==> config.mk <==
export PLATFORM = sky130hd
export DESIGN_NAME = temp_sensor_reader
export DESIGN_NICKNAME = d
export VERILOG_FILES = /design/src/rtl/temp_sensor_reader.sv
export SDC_FILE = /design/constraint.sdc
export NUM_CORES = 1
export LEC_CHECK = 0
export CORE_ASPECT_RATIO = 0.8
export CORE_MARGIN = 4
export CORE_UTILIZATION = 54
export CTS_BUF_LIST = sky130_fd_sc_hd__clkbuf_8
export DETAILED_ROUTE_END_ITERATION = 8
export GPL_TIMING_DRIVEN = 0
export PLACE_DENSITY = 0.8
export SKIP_CTS_REPAIR_TIMING = 1
export SLEW_MARGIN = 20
export SYNTH_ARGS = -nofsm -noshare
export SYNTH_HDL_FRONTEND = slang
export SYNTH_SLANG_ARGS = --single-unit
==> constraint.sdc <==
create_clock -name clk -period 1.7 [get_ports clk]
set_input_delay 0.34 -clock clk [delete_from_list [all_inputs] [get_ports clk]]
set_output_delay 0.34 -clock clk [all_outputs]
set_load 0.01 [all_outputs]
==> src/rtl/temp_sensor_reader.sv <==
// Temperature sensor front-end: polls a read-only 3-wire serial sensor, shifts in
// an MSB-first frame, saturates it to 5 bits and presents it with a valid strobe.
module temp_sensor_reader #(
    parameter int unsigned CLK_DIV     = 4,
    parameter int unsigned POLL_CYCLES = 1000,
    parameter int unsigned DATA_BITS   = 8,
    parameter int unsigned RESET_TEMP  = 20
) (
    input  logic       clk,
    input  logic       rst,
    input  logic       force_read,
    input  logic       sensor_miso,
    output logic       sensor_cs_n,
    output logic       sensor_sclk,
    output logic [4:0] temperature,
    output logic       temp_valid,
    output logic       temp_sat,
    output logic       busy
);

    localparam int unsigned TimerW = (POLL_CYCLES > 1) ? $clog2(POLL_CYCLES) : 1;
    localparam int unsigned DivW   = (CLK_DIV > 1) ? $clog2(CLK_DIV) : 1;
    localparam int unsigned HalfW  = $clog2(2 * DATA_BITS);

    localparam logic [TimerW-1:0]    TimerLast = TimerW'(POLL_CYCLES - 1);
    localparam logic [DivW-1:0]      DivLast   = DivW'(CLK_DIV - 1);
    localparam logic [HalfW-1:0]     HalfLast  = HalfW'(2 * DATA_BITS - 1);
    localparam logic [DATA_BITS-1:0] TempMax   = DATA_BITS'(31);

    typedef enum logic [1:0] {StIdle, StSetup, StShift, StDone} state_e;

    state_e                 state_q, state_d;
    logic [TimerW-1:0]      timer_q, timer_d;
    logic [DivW-1:0]        div_q, div_d;
    logic [HalfW-1:0]       half_q, half_d;
    logic [DATA_BITS-1:0]   shift_q, shift_d;
    logic                   cs_n_q, cs_n_d;
    logic                   sclk_q, sclk_d;
    logic [4:0]             temp_q, temp_d;
    logic                   sat_q, sat_d;
    logic                   valid_q, valid_d;
    logic                   busy_q, busy_d;
    logic                   over;

    assign over = (shift_q > TempMax);

    // Next-state and registered-output computation for the polling sequencer.
    always_comb begin
        state_d = state_q;
        timer_d = timer_q;
        div_d   = div_q;
        half_d  = half_q;
        shift_d = shift_q;
        cs_n_d  = cs_n_q;
        sclk_d  = sclk_q;
        temp_d  = temp_q;
        sat_d   = sat_q;
        valid_d = 1'b0;
        busy_d  = busy_q;
        unique case (state_q)
            StIdle: begin
                // Expiry and force in the same cycle still start just one conversion.
                if (timer_q == TimerLast || force_read) begin
                    state_d = StSetup;
                    timer_d = '0;
                    div_d   = '0;
                    cs_n_d  = 1'b0;
                    sclk_d  = 1'b0;
                    busy_d  = 1'b1;
                end else begin
                    timer_d = timer_q + 1'b1;
                end
            end
            StSetup: begin
                if (div_q == DivLast) begin
                    state_d = StShift;
                    div_d   = '0;
                    half_d  = '0;
                end else begin
                    div_d = div_q + 1'b1;
                end
            end
            StShift: begin
                if (div_q == DivLast) begin
                    div_d  = '0;
                    sclk_d = ~sclk_q;
                    // Sample on the edge that raises sclk.
                    if (!sclk_q) begin
                        shift_d = {shift_q[DATA_BITS-2:0], sensor_miso};
                    end
                    if (half_q == HalfLast) begin
                        // Last half-period ends with sclk falling; frame is complete.
                        state_d = StDone;
                        cs_n_d  = 1'b1;
                        sclk_d  = 1'b0;
                        temp_d  = over ? 5'd31 : shift_q[4:0];
                        sat_d   = over;
                        valid_d = 1'b1;
                    end else begin
                        half_d = half_q + 1'b1;
                    end
                end else begin
                    div_d = div_q + 1'b1;
                end
            end
            StDone: begin
                state_d = StIdle;
                timer_d = '0;
                busy_d  = 1'b0;
            end
            default: begin
                state_d = StIdle;
            end
        endcase
    end

    // State and output registers; reset aborts any frame in progress.
    always_ff @(posedge clk or negedge rst) begin
        if (!rst) begin
            state_q <= StIdle;
            timer_q <= '0;
            div_q   <= '0;
            half_q  <= '0;
            shift_q <= '0;
            cs_n_q  <= 1'b1;
            sclk_q  <= 1'b0;
            temp_q  <= 5'(RESET_TEMP);
            sat_q   <= 1'b0;
            valid_q <= 1'b0;
            busy_q  <= 1'b0;
        end else begin
            state_q <= state_d;
            timer_q <= timer_d;
            div_q   <= div_d;
            half_q  <= half_d;
            shift_q <= shift_d;
            cs_n_q  <= cs_n_d;
            sclk_q  <= sclk_d;
            temp_q  <= temp_d;
            sat_q   <= sat_d;
            valid_q <= valid_d;
            busy_q  <= busy_d;
        end
    end

    assign sensor_cs_n = cs_n_q;
    assign sensor_sclk = sclk_q;
    assign temperature = temp_q;
    assign temp_sat    = sat_q;
    assign temp_valid  = valid_q;
    assign busy        = busy_q;

endmodule

Yosys cells after proc, flatten, opt, wreduce, memory -nomap -nowiden
Cells that the tools add are included.
{"block": "word_totals", "inputBits": 4, "reg_bits": 36, "output_inout_bits": 10}
{"block": "classes", "addsub": 3, "muxes": 27, "n_bitwise": 1, "n_reduce_logical": 15, "order_cmp": 1, "eq_ne": 11}
{"operator": "10-bit one-hot mux with 2 select lines", "n": 1}
{"operator": "2-bit two-way mux", "n": 6}
{"operator": "4-bit two-way mux", "n": 3}
{"operator": "4-bit AND reduction", "n": 3}
{"operator": "10-bit by 1-bit adder with 10-bit output, second input constant", "n": 1}
{"operator": "10-bit == test, second input constant", "n": 1}
{"operator": "10-bit two-way mux", "n": 1}
{"operator": "2-bit inequality test, second input constant", "n": 5}
{"operator": "1-bit two-way mux", "n": 9}
{"operator": "3-bit AND reduction", "n": 3}
{"operator": "8-bit by 5-bit greater-than comparator with 1-bit output, second input constant", "n": 1}
{"operator": "2-bit one-hot mux with 4 select lines", "n": 1}
{"operator": "4-bit one-hot mux with 2 select lines", "n": 1}
{"operator": "2-bit nonzero test", "n": 4}
{"operator": "2-bit == test, second input constant", "n": 3}
{"operator": "1-bit one-hot mux with 2 select lines", "n": 3}
{"operator": "5-bit two-way mux", "n": 1}
{"operator": "4-bit by 1-bit adder with 4-bit output, second input constant", "n": 1}
{"operator": "4-bit == test, second input constant", "n": 1}
{"operator": "2-bit one-hot mux with 2 select lines", "n": 1}
{"operator": "2-bit AND reduction", "n": 2}
{"operator": "2-bit by 1-bit adder with 2-bit output, second input constant", "n": 1}
{"operator": "2-bit by 1-bit == test with 1-bit output, second input constant", "n": 1}
{"operator": "2-bit logical NOT", "n": 1}
{"operator": "3 further kinds", "n": 3}

Longest topological paths before layout
{"block": "depth", "depth_word": 4, "ltp_mapped": 7, "depth_no_buf": 6}

Least setup slack after synthesis
No wires, ideal clock.
{"block": "synth_path", "kind": "register to register", "start": "reg state_q[0]", "end": "reg state_q[1]", "required_time_ns": 1.575, "path_slack_ns": 0.105, "path_stages_with_launch": 7, "arrival_time_ns": 1.470, "cell_sequence": "dfrtp_1 inv_1 ha_1 nor2b_1 o31ai_4 nand3_2 mux2_4"}
{"block": "synth_between", "elab_chain_cells": 3, "elab_cells_between_ends": 10, "classes_between": "eq/ne: 7; mux: 1; reduce/logical: 2"}
{"item": "start: declaration", "line_no": "32", "rtl": "state_e state_q, state_d;"}
{"item": "start signal: assignment", "line_no": "120", "rtl": "state_q <= StIdle;"}
{"item": "start signal: assignment", "line_no": "132", "rtl": "state_q <= state_d;"}
{"item": "2-bit == test (tied with other cells)", "line_no": "60", "rtl": "unique case (state_q)"}
{"item": "2-bit inequality test (no source line)"}
{"item": "4-bit AND reduction (no source line)"}
Parallel ways exist; a longest one is shown, timed or not.
A chain may end at the register's enable or synchronous reset.

Worst setup path in the final report
{"block": "layout_path", "start": "reg timer_q[0]", "end": "reg timer_q[6]"}
{"block": "layout_between", "elab_chain_cells": 4, "elab_cells_between_ends": 5, "classes_between": "add/sub: 1; eq/ne: 1; mux: 2; reduce/logical: 1"}
{"item": "start: declaration", "line_no": "33", "rtl": "logic [TimerW-1:0] timer_q, timer_d;"}
{"item": "start signal: assignment", "line_no": "133", "rtl": "timer_q <= timer_d;"}
{"item": "branches (longest 2 deep; another with 10-bit by 1-bit adder with 10-bit output)"}
{"item": "10-bit two-way mux *", "line_no": "63", "rtl": "if (timer_q == TimerLast || force_read) begin"}
{"item": "10-bit one-hot mux with 2 select lines *", "line_no": "60"}
Every way passes the cells marked *.

==> impl.org <==
** CTS
- H-tree level count :: 2
- Counting every sink on the clock net gives 36.
- Max clock buf depth :: 2
- The clock reaches the later pin of the worst-skew pair after just under 300 ps.
- The root buffer cell chosen for the clock tree is clkbuf_8.
- Clock buffers created by TritonCTS :: 5
- TritonCTS built the clock tree.
- Post-CTS clock slew at the launch and capture registers of the worst setup and hold paths :: 70 ps

** Pwr
- Part of the power in registers :: 53.0%
- Pwr/cell area :: 759 nW/um2
- Switching share of power :: 20.0%
- Psw :: 328 uW
- Cell-internal power :: about 1300 uW
- Peak supply drop :: ~0.5 mV
- The analysis attributes to cell leakage a power of roughly 0.0010 uW.
- Of the total power, the clock network draws 44.1%.
- Per report_power, the combinational group accounts for 2.9% of the total.
- Total Power :: 1640 uW

** Logic synthesis
- Sequential-to-total area share from yosys stat :: 50.6%
- Register bit total from synthesis :: 36
- After synthesis, the mean cell area works out to about 11 um2.
- In the synthesized netlist the async set-or-reset flop fraction comes to 100%.
- Yosys printed 0 warnings.
- Post-synthesis net count :: about 180
- The number of different library cells used by synthesis comes to 38.
- The mapped netlist covers between 1500 and 2000 um2.
- Number of flops mapped to enable cells by yosys :: 0
- Synthesis produced a netlist whose cell count is 169.
- Among all flip-flop cells after synthesis, the most frequent one is dfrtp_1.

** Die
- Measured along the y axis, the die boundary spans 59.5 um.
- Die Footprint :: 4300 um2
- For this design the top-level I/O count stands at 14.
- The floorplan step defined a core boundary enclosing 3130 um2.
- Starting density of the core :: 57.1%
- Die Wd :: 72.3 um
- Number of rows in the core area :: 18

** STA
- Worst slack on hold paths :: -8.70 ps
- In this run the tightest slew margin relative to its limit is a little under 70%.
- Min Clock Period, post-route :: about 1800 ps
- Setup repair after global routing could not meet its margin everywhere.
- Setup violations remaining at the end of the flow were counted as 15.
- Once routing completed, OpenROAD measured the worst setup slack at -121 ps.
- Highest attainable clock frequency :: 549 MHz
- At the pin with the least slew margin, the transition time is 464 ps.
- The clock arrives with roughly 4.9 ps of skew.
- Number of hold violations in the final report :: 12
- Fin. max-slew vios :: 0
- In the finished design, the share of the clock period the worst path needs comes to 107%.

** Global route
- Largest net degree at the start of global routing :: 20
- Global Route Usage Sum :: 19.0%
- Wire length of the first global-routing pass :: 6.20 mm
- Global routing finished with a remaining overflow of 0.
- The initial antenna violation count came to 0.
- Vias in the first global route :: 1368

** Placed design
- Setup Slack @ Placement :: -104 ps
- RePlAce Congestion :: 0.845
- In this run the tool buffered the top-level ports with 13 buffer cells.
- The wire-length estimate of the detail-placed layout is 2.61 mm.

** Routing
- Using the TritonRoute via totals, the vias-per-cell ratio works out to ~5.5.
- Routed Wire Length :: approximately 3.6 mm
- Total number of vias :: 1288
- Drt first-iter violations :: 74
- In the routed design, unresolved DRC markers number 0.
- Average detailed-routed wire length per instance :: 15.5 um
- The count of nets left with antenna violations once routing finished came out at 0.
- First-pass iteration count of the detailed router :: 4

** Setup path
- Stage delay of the slowest cell on the critical path :: 390 ps
- Startpoint-to-endpoint class of the critical path :: reg2reg
- Total number of cells along the worst setup path :: 6
- The worst setup path is captured at a register.
- Worst Path Max Fanout :: 8
- The critical path goes through ha_2, nand4b_1, buf_4, or3_4, a21oi_4, nor2_1.
- Delay-heaviest family, CP :: simple AND/OR/NAND/NOR gates
- Together, buffers and inverters on the worst path number 1.
- CP max-delay cell :: dfrtp_1
- STA classifies the critical path startpoint as a register.
- Critical path data arrival time :: between 1500 and 2000 ps
- Measured in cells, the most critical reg-to-reg path has a length of 6.
- At the worst endpoint, the required time is about 1900 ps.

** Final layout
- Number of fill cells in the layout :: 226
- The repair_antennas step left the layout with diodes totalling 0.
- Final core utilization :: about 70%
- Of the cells placed in the final design, the portion with a size suffix greater than 1 is ~24%.
- Area grow syn2layout :: 21.1%
- Post-layout net count :: approximately 200

** Worst hold path
- Type of the worst min-delay path :: in2async

** Job
- Across the run, the number of max-cap violations was 0.

** Run status
- The run finished, with violations left.
- The checks that failed: negative hold slack, negative setup slack.
through the flow:
| step | setup TNS [ps] | instance area (um2) | hold slack (ps) | instances |
|---|---|---|---|---|
| after floorplan | 0 | 1790 | 44.4 | 169 |
| after CTS | -358 | 2100 | 3.85 | 231 |
| final | -1440 | 2160 | -8.70 | 233 |
| after global placement | -13070 | 1970 | 441 | 222 |
| after global routing | -2110 | 2160 | 21.8 | 233 |
| after detailed placement | -254 | 1990 | 315 | 223 |
power by group through the flow:
stage | Combinational, uW | Sequential (uW) | Clock (uW)
floorplan | 12.3 | 883 | 0
global placement | 37.6 | 885 | 0
detailed placement | 46.9 | 886 | 0
CTS | 47.0 | 869 | 741
global route | 53.3 | 870 | 781
finish | 47.0 | 870 | 724
Yosys cell counts (all sizes together), types with 2 or more instances:
cell	n	area, um2
dfrtp	33	826
nand2	27	101
o21ai	14	70.1
nor2	13	48.8
mux2	9	105
ha	8	100
nand3	7	40.0
inv	6	22.5
a21oi	5	36.3
xnor2	5	43.8
nor3	4	20.0
a22o	3	26.3
dfstp	3	78.8
or3	3	23.8
xor2	3	26.3
a32o	2	20.0
a32oi	2	17.5
and3	2	13.8
buf	2	10.0
clkbuf	2	7.51
nand2b	2	12.5
nand4b	2	17.5
nor2b	2	12.5
o31ai	2	28.8
worst reg2reg max path, stage by stage, from the launching register on:
cell and delay [ps]:
dfrtp_1 390, ha_2 220, nand4b_1 190, buf_4 200, or3_4 350, a21oi_4 270
nor2_1 70
cells by family after synthesis:
family | after synthesis | share of synthesized area, %
multiplexers | 9 | 5.88
adder cells (fa/ha/maj) | 8 | 5.60
flip-flops | 36 | 50.6
XOR/XNOR | 8 | 3.92
AO/OA/AOI/OAI | 32 | 13.0
buffers and inverters | 10 | 2.24
AND/OR/NAND/NOR | 66 | 18.8
sequential cells by signal, summed over array words and instances (netlist names):
signal / count
busy: 1
div_q: 2
half_q: 4
sensor_cs_n: 1
sensor_sclk: 1
shift_q: 8
state_q: 2
temp_sat: 1
temp_valid: 1
temperature: 5
timer_q: 10
cell type report:
type                    count  area, um2  area share (%)
plain buffers               3       17.5           0.810
clock buffers               5       68.8            3.18
clock inverters             3       38.8            1.79
inverters                   6       22.5            1.04
multi-input cells         123        878            40.6
flip-flops and latches     36        905            41.8
well taps                  40       50.0            2.31
repair buffers             17        183            8.44
cells in the final DEF, fill, tap and decap left out, drive strengths merged, types with 3 or more instances in the layout:
cell and instances:
dfrtp 33, nand2 27, o21ai 14, nor2 13
clkdlybuf4s50 9, mux2 9, ha 8, clkbuf 8
inv 7, nand3 7, xnor2 5, a21oi 5
buf 5, nor3 4, xor2 3, a22o 3
dlymetal6s2s 3, dfstp 3, or3 3
per-layer routing:
| metal | global-route usage, % | vias to the layer above | share of wire (%) |
|---|---|---|---|
| met3 | 6.44 | 4 | 3.5 |
| li1 | - | 637 | - |
| met5 | 0 | - | 0 |
| met4 | 7.24 | 0 | 0.89 |
| met1 | 23.4 | 626 | 45 |
| met2 | 31.1 | 21 | 50 |
final timing paths:
kind / start / endpoint / slack (ps)
max: timer_q[0] / timer_q[6] / -120
min: rst / timer_q[8] / -9
max reg2reg: timer_q[0] / timer_q[6] / -120
min reg2reg: temperature[2] / temperature[2] / 460
max in group asynchronous: rst / temperature[4] / 1180
min in group clk: temperature[2] / temperature[2] / 460
Note: power is estimated with default switching activity, not from simulation.
==> edit 1 (same flow settings) <==
Reset style: synchronous (`rst`), changed in one clocked block.
--- a/src/rtl/temp_sensor_reader.sv
+++ b/src/rtl/temp_sensor_reader.sv
@@ -116,5 +116,5 @@
 
     // State and output registers; reset aborts any frame in progress.
-    always_ff @(posedge clk or negedge rst) begin
+    always_ff @(posedge clk) begin
         if (!rst) begin
             state_q <= StIdle;
Function: differs if rst is asserted again (counterexample within 4 cycles, from zero or initial values and one cycle with rst low); with rst held inactive, the same outputs for 10 cycles.
==> edit 1 against the original RTL <==
Routed wire length rose by 4.2%. Synthesized area decreased by 5.3%. Non-clock buffer count grew 5. Final area down 4.3%. Cell count is 6.9% higher. Setup slack improved by 0.13 ns. Count of clock-buffer cells in the layout grew 1. Sequential cell count stayed put. Critical path depth grew 1. Worst hold slack gained 0.48 ns. Critical path type unchanged. Highest routed layer unchanged.
Power is not compared: it rests on default switching activity, and its combinational part moved more than twofold at a synthesized area within 25%.
==> edit 1: results (changes against the original RTL) <==
top post-synthesis cells by count=dfxtp_1, nor2_1, nand2_1 (was dfrtp_1, nand2_1, o21ai_0); Fin Hold WS=0.472 ns (was -0.00870 ns); post-synthesis adder-cell area fraction=0.0592 (was 0.0560); total wire length=3760 um (was 3610 um); end point of the critical path=half_q[3] (was timer_q[6]); mux cell area share after synthesis=0.0592 (was 0.0588); Routability Congestion=0.848 (was 0.845); largest net degree at the start of global routing=12 (was 20); GRT Overall Usage=0.181 (was 0.190); ys flop type=dfxtp_1 (was dfrtp_1); filler cell count=207 (was 226); R2R Path End=half_q[3] (was timer_q[6]); Mapped Cells=185 (was 169); vias in the first global route=1326 (was 1368); Synth Net Count=197 (was 181); Synth Area in Compound Gates=0.116 (was 0.130); Crit Path Max Fanout=10 (was 8); DP Wirelength=2570 um (was 2610 um); # nets final=222 (was 204); Iteration-0 DRC Markers=65 (was 74); R2R depth=7 (was 6); post-synthesis cell type count=39 (was 38); DP Worst Slack=-0.186 ns (was -0.104 ns); Max-slew headroom=0.686 (was 0.691); status=finished clean (was complete, but fails checks); synth top area cells=dfxtp_1, ha_1, mux2i_1, nor2_1, xnor2_1 (was dfrtp_1, nand2_1, ha_1, mux2_2, dfstp_2); Async S/R FF share, synth=0 (was 1.00); RR Startpoint=state_q[1] (was timer_q[0]); drt wl/cell=15.1 um (was 15.5 um)
-- edit 1: changes by cell type after synthesis, moves of 9 or more --
cell,delta
dfrtp_1,-33
dfxtp_1,+36
nand2_1,-13
nor2_1,+11
nor2b_1,+9
mux2i_1,+10
-- edit 1: cell type report --
class / count / area, um2 / area share
tap: 38 / 47.5 / 0.0230
sequential: 36 / 723 / 0.349
multi-input combinational: 138 / 988 / 0.477
inverter: 4 / 15.0 / 0.00725
timing repair buffer: 19 / 175 / 0.0846
clock inverter: 2 / 11.3 / 0.00544
buffer: 6 / 27.5 / 0.0133
clock buffer: 6 / 82.6 / 0.0399
-- edit 1: critical path, stage by stage, from the launching register on --
cell and delay [ns]:
dfxtp_2 0.35, buf_4 0.12, ha_2 0.21, clkbuf_4 0.21
o21ai_1 0.16, a211oi_1 0.31, xnor2_1 0.17, nor2_1 0.06
-- edit 1: layer usage --
layer  part of all wire  track usage
met4              0.022       0.0670
met1               0.45        0.208
met5                  0            0
met2               0.49        0.304
met3              0.035       0.0745
==> edit 2 (same flow settings) <==
Without the edit above. `POLL_CYCLES`: 1000 -> 2000.
--- a/src/rtl/temp_sensor_reader.sv
+++ b/src/rtl/temp_sensor_reader.sv
@@ -3,5 +3,5 @@
 module temp_sensor_reader #(
     parameter int unsigned CLK_DIV     = 4,
-    parameter int unsigned POLL_CYCLES = 1000,
+    parameter int unsigned POLL_CYCLES = 2000,
     parameter int unsigned DATA_BITS   = 8,
     parameter int unsigned RESET_TEMP  = 20
Behaviour: no difference found for any inputs over 10 cycles, from zero or initial values and one cycle with rst low; that may be too few to reach the edited logic, so the function may still have changed.
==> edit 2 against the original RTL <==
Sequential cell count rose by 1. Critical path depth up 1. Final area rose by 8.1%. Synthesized area grew 1.3%. Worst hold slack lost 0.0095 ns. Routed wire length is 0.33% higher. Setup slack improved by 0.093 ns. The run still ends with hold timing, setup timing left.
Power is not compared: it rests on default switching activity, and its combinational part moved more than twofold at a synthesized area within 25%.
==> edit 2: results (changes against the original RTL) <==
violated checks=hold timing, setup timing (unchanged); Synth Net Count=184 (was 181); Final Hold Fails=16 (was 12); max FFs per register=11 (was 10); R2R depth=7 (was 6); Routability Congestion=0.849 (was 0.845); worst slew pin tran=0.456 ns (was 0.464 ns); Crit Path Max Fanout=4 (was 8); Iteration-0 DRC Markers=54 (was 74); total wire length=3620 um (was 3610 um); GRT Overall Usage=0.172 (was 0.190); post-synthesis cell type count=37 (was 38); status=complete, but fails checks (unchanged); crit path DAT=1.91 ns (was 1.99 ns); worst skew pair latency=0.30 ns; DR vias=1415 (was 1288); end point of the critical path=timer_q[10] (was timer_q[6]); R2R Path End=timer_q[10] (was timer_q[6]); DP Wirelength=2330 um (was 2610 um); top post-synthesis cells by count=dfrtp_1, nor2_1, nand2_1 (was dfrtp_1, nand2_1, o21ai_0); Fin Hold WS=-0.0182 ns (was -0.00870 ns); Worst Setup Slack, final=-0.0279 ns (was -0.121 ns); RR Startpoint=state_q[0] (was timer_q[0]); synth top area cells=dfrtp_1, mux2_2, nor2_1, ha_1, dfstp_2 (was dfrtp_1, nand2_1, ha_1, mux2_2, dfstp_2); Final Skew=0.00680 ns (was 0.00487 ns); filler cell count=196 (was 226); final setup fails=1 (was 15); # nets final=221 (was 204); crit-path max cell delay=0.42 ns (was 0.39 ns); DR pass1 iterations=5 (was 4); first-pass GRT wire length=5700 um (was 6200 um); ratio of cells with drive above 1 in the final layout=0.261 (was 0.244)
-- edit 2: cell count changes in the layout (fill, tap and decap cells not counted), sizes merged, moves of 5 or more --
cell and change:
nor2 +11, nand2 -11, o21ai -5, buf +20
-- edit 2: layout make-up --
cell class              instances  share of cell area
plain buffers                   8              0.0268
clock buffers                   5              0.0294
clock inverters                 3              0.0198
inverters                       7              0.0112
multi-input cells             121               0.372
flip-flops and latches         37               0.398
well taps                      40              0.0214
repair buffers                 30               0.121
-- edit 2: routing by layer --
metal | wire length [um] | up-vias | global-route usage
li1 | - | 681 | -
met1 | 1540 | 684 | 0.202
met2 | 1840 | 42 | 0.290
met3 | 177 | 8 | 0.0403
met4 | 65 | 0 | 0.100
met5 | 0 | - | 0
-- edit 2: worst min-delay path by stage --
stage / from / cells after the start / to
after global routing: rst / 1 / half_q[1]
after floorplan: rst / 0 / busy
after CTS: rst / 1 / sensor_sclk
after global placement: temperature[0] / 2 / temperature[0]
after detailed placement: rst / 1 / half_q[1]
final: rst / 1 / half_q[1]
-- edit 2: metrics by stage --
stage                     instance area [um2]  cells  power, W  setup TNS, ns  worst slack [ns]
after floorplan                          1810    173   0.00201              0            0.0616
after CTS                                2130    235   0.00307         -0.507            -0.183
after global placement                   1990    226   0.00221         -14.83            -0.424
final                                    2340    251   0.00347        -0.0279           -0.0279
after detailed placement                 2010    227   0.00229         -0.388            -0.185
after global routing                     2340    251   0.00368         -0.378            -0.148
-- edit 2: cells by family (layout without fill, tap and decap cells) --
group | Yosys count | count (layout) | synth area share
AOI/OAI and AO/OA | 32 | 32 | 0.131
xor gates and xnor gates | 9 | 9 | 0.0435
adders and majority gates | 7 | 7 | 0.0484
buffers and inverters | 15 | 53 | 0.0387
DFF | 37 | 37 | 0.513
muxes | 11 | 11 | 0.0677
and+or+nand+nor | 62 | 62 | 0.158
-- edit 2: where the power goes --
group	total, W	internal (W)	switching, W	leakage (nW)
Clock	0.000767	0.000439	0.000329	0.0543
Sequential	0.00122	0.00106	0.000156	0.487
Combinational	0.00149	0.000804	0.000684	0.589
-- edit 2: worst max-delay path, delay by kind of cell, from the launching register on --
family                     cells  cell delay (ns)
buffers and inverters          2             0.21
and+or+nand+nor                3             0.62
adders and majority gates      1             0.21
xor gates and xnor gates       1             0.16
DFF                            1             0.42
